File: config.mk
export PLATFORM = sky130hd
export DESIGN_NAME = fifo_uart_tx
export DESIGN_NICKNAME = d
export VERILOG_FILES = /design/src/rtl/fifo_uart_tx.sv
export SDC_FILE = /design/constraint.sdc
export NUM_CORES = 1
export LEC_CHECK = 0
export BUFFER_PORTS_ARGS = -buffer_cell sky130_fd_sc_hd__buf_2
export CAP_MARGIN = 30
export CORE_ASPECT_RATIO = 0.5
export CORE_MARGIN = 2
export CORE_UTILIZATION = 52
export DETAILED_ROUTE_END_ITERATION = 16
export GPL_TIMING_DRIVEN = 0
export HOLD_SLACK_MARGIN = 0.02
export PLACE_DENSITY = 0.74
export SYNTH_ARGS = -nofsm -noshare
export SYNTH_HDL_FRONTEND = slang
export SYNTH_SLANG_ARGS = --single-unit
File: constraint.sdc
create_clock -name clk -period 1.75 [get_ports clk]
set_input_delay 0.2625 -clock clk [delete_from_list [all_inputs] [get_ports clk]]
set_output_delay 0.2625 -clock clk [all_outputs]
set_load 0.05 [all_outputs]
File: src/rtl/fifo_uart_tx.sv
// fifo_uart_tx: pulls bytes from a synchronous FIFO and sends them as 8N1 UART frames,
// with an optional even-parity bit.
module fifo_uart_tx #(
    parameter int CLKS_PER_BIT = 4,
    parameter bit PARITY_EN    = 0
) (
    input  logic       clk,
    input  logic       rst,
    input  logic       fifo_empty,
    input  logic [7:0] fifo_data,
    output logic       fifo_ren,
    output logic       tx,
    output logic       busy,
    output logic       frame_done
);
    typedef enum logic [2:0] {IDLE, READ, LATCH, START, DATA, PARITY, STOP} state_t;
    state_t state, next;
    logic [15:0] baud;
    logic [2:0] idx;
    logic [7:0] shreg;
    logic armed;
    logic bit_end;
    assign bit_end = baud == 16'(CLKS_PER_BIT - 1);
    // armed keeps IDLE from reading on the first edge after reset release
    always_ff @(posedge clk or posedge rst) begin
        if (rst) begin
            state      <= IDLE;
            baud       <= '0;
            idx        <= '0;
            shreg      <= '0;
            frame_done <= 1'b0;
            armed      <= 1'b0;
        end else begin
            state      <= next;
            armed      <= 1'b1;
            frame_done <= state == STOP && bit_end;
            baud       <= (state inside {START, DATA, PARITY, STOP}) && !bit_end ? baud + 16'd1 : '0;
            if (state == LATCH) shreg <= fifo_data;
            if (state == DATA && bit_end) idx <= idx + 3'd1;
        end
    end
    always_comb begin
        next = state;
        case (state)
            IDLE:    next = armed && !fifo_empty ? READ : IDLE;
            READ:    next = LATCH;
            LATCH:   next = START;
            START:   next = bit_end ? DATA : START;
            DATA:    next = bit_end && idx == 3'd7 ? (PARITY_EN ? PARITY : STOP) : DATA;
            PARITY:  next = bit_end ? STOP : PARITY;
            STOP:    next = bit_end ? IDLE : STOP;
            default: next = IDLE;
        endcase
    end
    assign fifo_ren = state == READ;
    assign busy     = state != IDLE;
    assign tx       = state == START ? 1'b0 : state == DATA ? shreg[idx] : state == PARITY ? ^shreg : 1'b1;
endmodule

==> flow_metrics.py <==
metrics = {
    "status": {
        "status": "finished with violations",
        "violations": "negative setup slack",
    },
    "die": {
        "core_area_mm2": 0.00307,
        "io_pins": 15,
        "die_w_um": 85.0,
        "die_area_mm2": 0.00378,
        "rows": 14,
        "die_h_um": 44.5,
        "start_util_pct": 55.7,
    },
    "pwr": {
        "p_switching_uw": 921,
        "sw_frac_of_total_pct": 36.5,
        "power_density_mw_per_mm2": 1210,
        "max-vdd-ir-drop_uv": 1040,
        "finalPower_uw": 2520,
        "clkPwrFrac_pct": 22.6,
        "p_leak_uw": 0.000910,
        "pwr-share-seq_pct": 36.8,
        "p_int_uw": 1600,
        "combPwrFrac_pct": 40.6,
    },
    "cts": {
        "cts_num_sinks": 32,
        "tritoncts": "built",
        "clock_latency_ns": 0.28,
        "htreeDepth": 2,
        "ctsHoldBuffers": 0,
        "clk_pin_slew_ns": 0.07,
        "clk_path_buf_depth": 2,
        "cts-root-buf": "clkbuf_8",
        "cts_made_buffers": 5,
    },
    "hold_path": {
        "holdCritPathClass": "primary input to async pin",
    },
    "placed_design": {
        "dp_hpwl_um": 2130,
        "port_buffers": 14,
        "routabilityCongestion": 0.802,
        "place_inst": 207,
        "placed_area_mm2": 0.00186,
    },
    "run": {
        "maxCapViolations": 0,
    },
    "synthesis": {
        "ys_ff_latch": 32,
        "synthDistinctLibCells": 41,
        "ys_seq_area_share_pct": 46.9,
        "synth_edf_count": 0,
        "syn_nets": 166,
        "synth_warnings": 0,
        "synth_area_mm2": 0.00171,
        "ys.flop_type": "dfrtp_1",
        "yosysTopAreaCell": "dfrtp_1",
        "synthTopCellsByArea": "dfrtp_1 47%, xnor2_1 8.2%, mux2_2 5.9%, nor2_1 3.1%, xor2_1 3.1%",
        "syn-mean-instance-area_um2": 11.2,
        "synth_top_area_share_pct": 46.9,
        "synthCells": 152,
        "async_flop_share_pct": 100,
    },
    "critical_path": {
        "r2r-start": "baud[0]",
        "crit_required_ns": 1.49,
        "start_kind": "flip-flop",
        "cp-startpoint": "idx[1]",
        "path_cells": "mux4_2 -> mux2_4 -> o22ai_2 -> a21oi_2 -> buf_6",
        "endpoint_kind": "primary output",
        "path_class": "flip-flop to primary output",
        "crit_path_top_delay_cell": "mux4_2",
        "slowest_delay_ns": 0.50,
        "cp.arrival_ns": 1.78,
        "cp_max_fo": 3,
    },
    "timing": {
        "slew_headroom_pct": 63.1,
        "fin_crit_sh_pct": 117,
        "min_period_ns": 2.04,
        "timing.final.ws_setup_ns": -0.291,
        "finClkSkew_ns": 0.00461,
        "rsz0062_at_grt": "true",
        "max_clock_freq_mhz": 490,
        "timing_hold_violations_final": 0,
        "finalSetupViolations": 1,
        "setup_tns_ns": -0.291,
        "worst_slew_pin_slew_ns": 0.552,
        "drv_slew": 0,
    },
    "layout": {
        "final-instance-count-excl-fill": 221,
        "fin_area_mm2": 0.00208,
        "antenna_cells": 0,
        "nets": 194,
        "drive_gt1_share_pct": 36.5,
        "area_growth_syn_to_layout_pct": 22.0,
    },
    "grt": {
        "grt.overflow.total": 0,
        "grt_pass1_vias": 1179,
        "grt_use_total_pct": 19.0,
        "antenna_found_initial": 0,
        "grt_pass1_wl_um": 5460,
        "grt_max_degree": 22,
    },
    "drt": {
        "wl_um": 3150,
        "remaining_drc_errors": 0,
        "dr.pass1.iters": 4,
        "drtIter0Drc": 63,
        "routedWlPerCell_um": 14.3,
        "ant_nets": 0,
        "avgViaCountPerCell": 5.53,
        "vias": 1222,
    },
}
cell usage in the layout, fill, tap and decap left out, types with 3 or more instances in the layout:
cell      instances
xor2_1            6
nor4_1            3
buf_4             7
a21oi_1           3
mux2_2            8
dfrtp_1          31
buf_6             4
xnor2_1          16
nand3_1           4
nor2_1           14
nand4_1           5
buf_2            14
inv_1             5
mux2_4            3
nor3_1            4
clkbuf_8          5
nand2_1           4
nor2_2            3
critical path, delay by kind of cell (launching register included):
kind | cells | cell delay (ns)
multiplexers | 2 | 0.78
flip-flops | 1 | 0.40
AO/OA/AOI/OAI | 2 | 0.16
buffers and inverters | 1 | 0.15
cell type report:
cell class	count	area, µm²
fill	213	983
multi-input combinational	109	923
sequential	32	802
timing repair buffer	21	155
clock buffer	5	68.8
tap	40	50.0
buffer	6	45.0
clock inverter	3	18.8
inverter	5	18.8
routing by layer:
metal | vias to the layer above | track usage (%) | wire length (µm)
met5 | - | 0 | 0
met4 | 0 | 7.62 | 48
met3 | 7 | 5.60 | 96
met2 | 20 | 29.8 | 1470
met1 | 606 | 25.5 | 1540
li1 | 589 | - | -
registers in the layout (all words and copies together), names as in the netlist:
signal / flops
frame_done: 1
baud: 16
shreg: 8
idx: 3
state: 3
armed: 1
metrics by stage:
| stage | utilization (%) | worst slack, ns | hold slack, ns |
|---|---|---|---|
| floorplan | - | 0.0460 | 0.379 |
| global placement | 59.9 | -0.120 | 0.470 |
| detailed placement | 60.8 | -0.143 | 0.331 |
| CTS | 65.7 | -0.305 | 0.0222 |
| global route | 67.9 | -0.354 | 0.0384 |
| finish | 67.9 | -0.291 | 0.0133 |
repair_timing:
action | in CTS | in global routing
buffers inserted | 2 | 4
pin swaps | 2 | 3
endpoints found under the setup margin | 15 | 23
resized for setup | 12 | 10
synthesized netlist by cell type, types with 3 or more instances:
| cell type | instances |
|---|---|
| nor3_1 | 4 |
| nor2_1 | 14 |
| inv_1 | 5 |
| nor2_2 | 4 |
| nand4_1 | 5 |
| nor4_1 | 3 |
| xor2_1 | 6 |
| dfrtp_1 | 32 |
| nand2_1 | 5 |
| ha_1 | 3 |
| nand3_1 | 4 |
| nor4_2 | 3 |
| xnor2_1 | 16 |
| a21oi_1 | 4 |
| mux2_2 | 9 |
power groups by stage:
stage / Clock (µW) / Combinational, µW / Sequential, µW
2_1_floorplan: 0 / 743 / 908
5_1_grt: 612 / 1110 / 940
4_1_cts: 585 / 971 / 922
6_report: 570 / 1020 / 928
3_5_place_dp: 0 / 900 / 928
3_3_place_gp: 0 / 875 / 923
kinds of logic (layout without fill, tap and decap cells):
logic type      count (synthesis)  after routing  synth area share, %
buf+inv                        11             40                 3.23
mux                            14             14                 10.5
simple gates                   58             58                 21.7
xor+xnor                       22             22                 11.3
flops                          32             32                 46.9
other cells                     1              1                0.220
compound gates                 11             11                 3.96
fa+ha+maj                       3              3                 2.20
final timing paths:
| check | endpoint | slack, ns | cells past startpoint |
|---|---|---|---|
| worst max-delay path | tx | -0.29 | 5 |
| worst min-delay path | baud[11] | 0.01 | 2 |
| worst max register to register | idx[1] | 0.04 | 5 |
| worst min register to register | shreg[6] | 0.56 | 1 |
| max in group asynchronous | idx[1] | 1.23 | 3 |
| min in group clk | shreg[6] | 0.21 | 2 |
No activity file was read; power rests on OpenSTA's default activity.
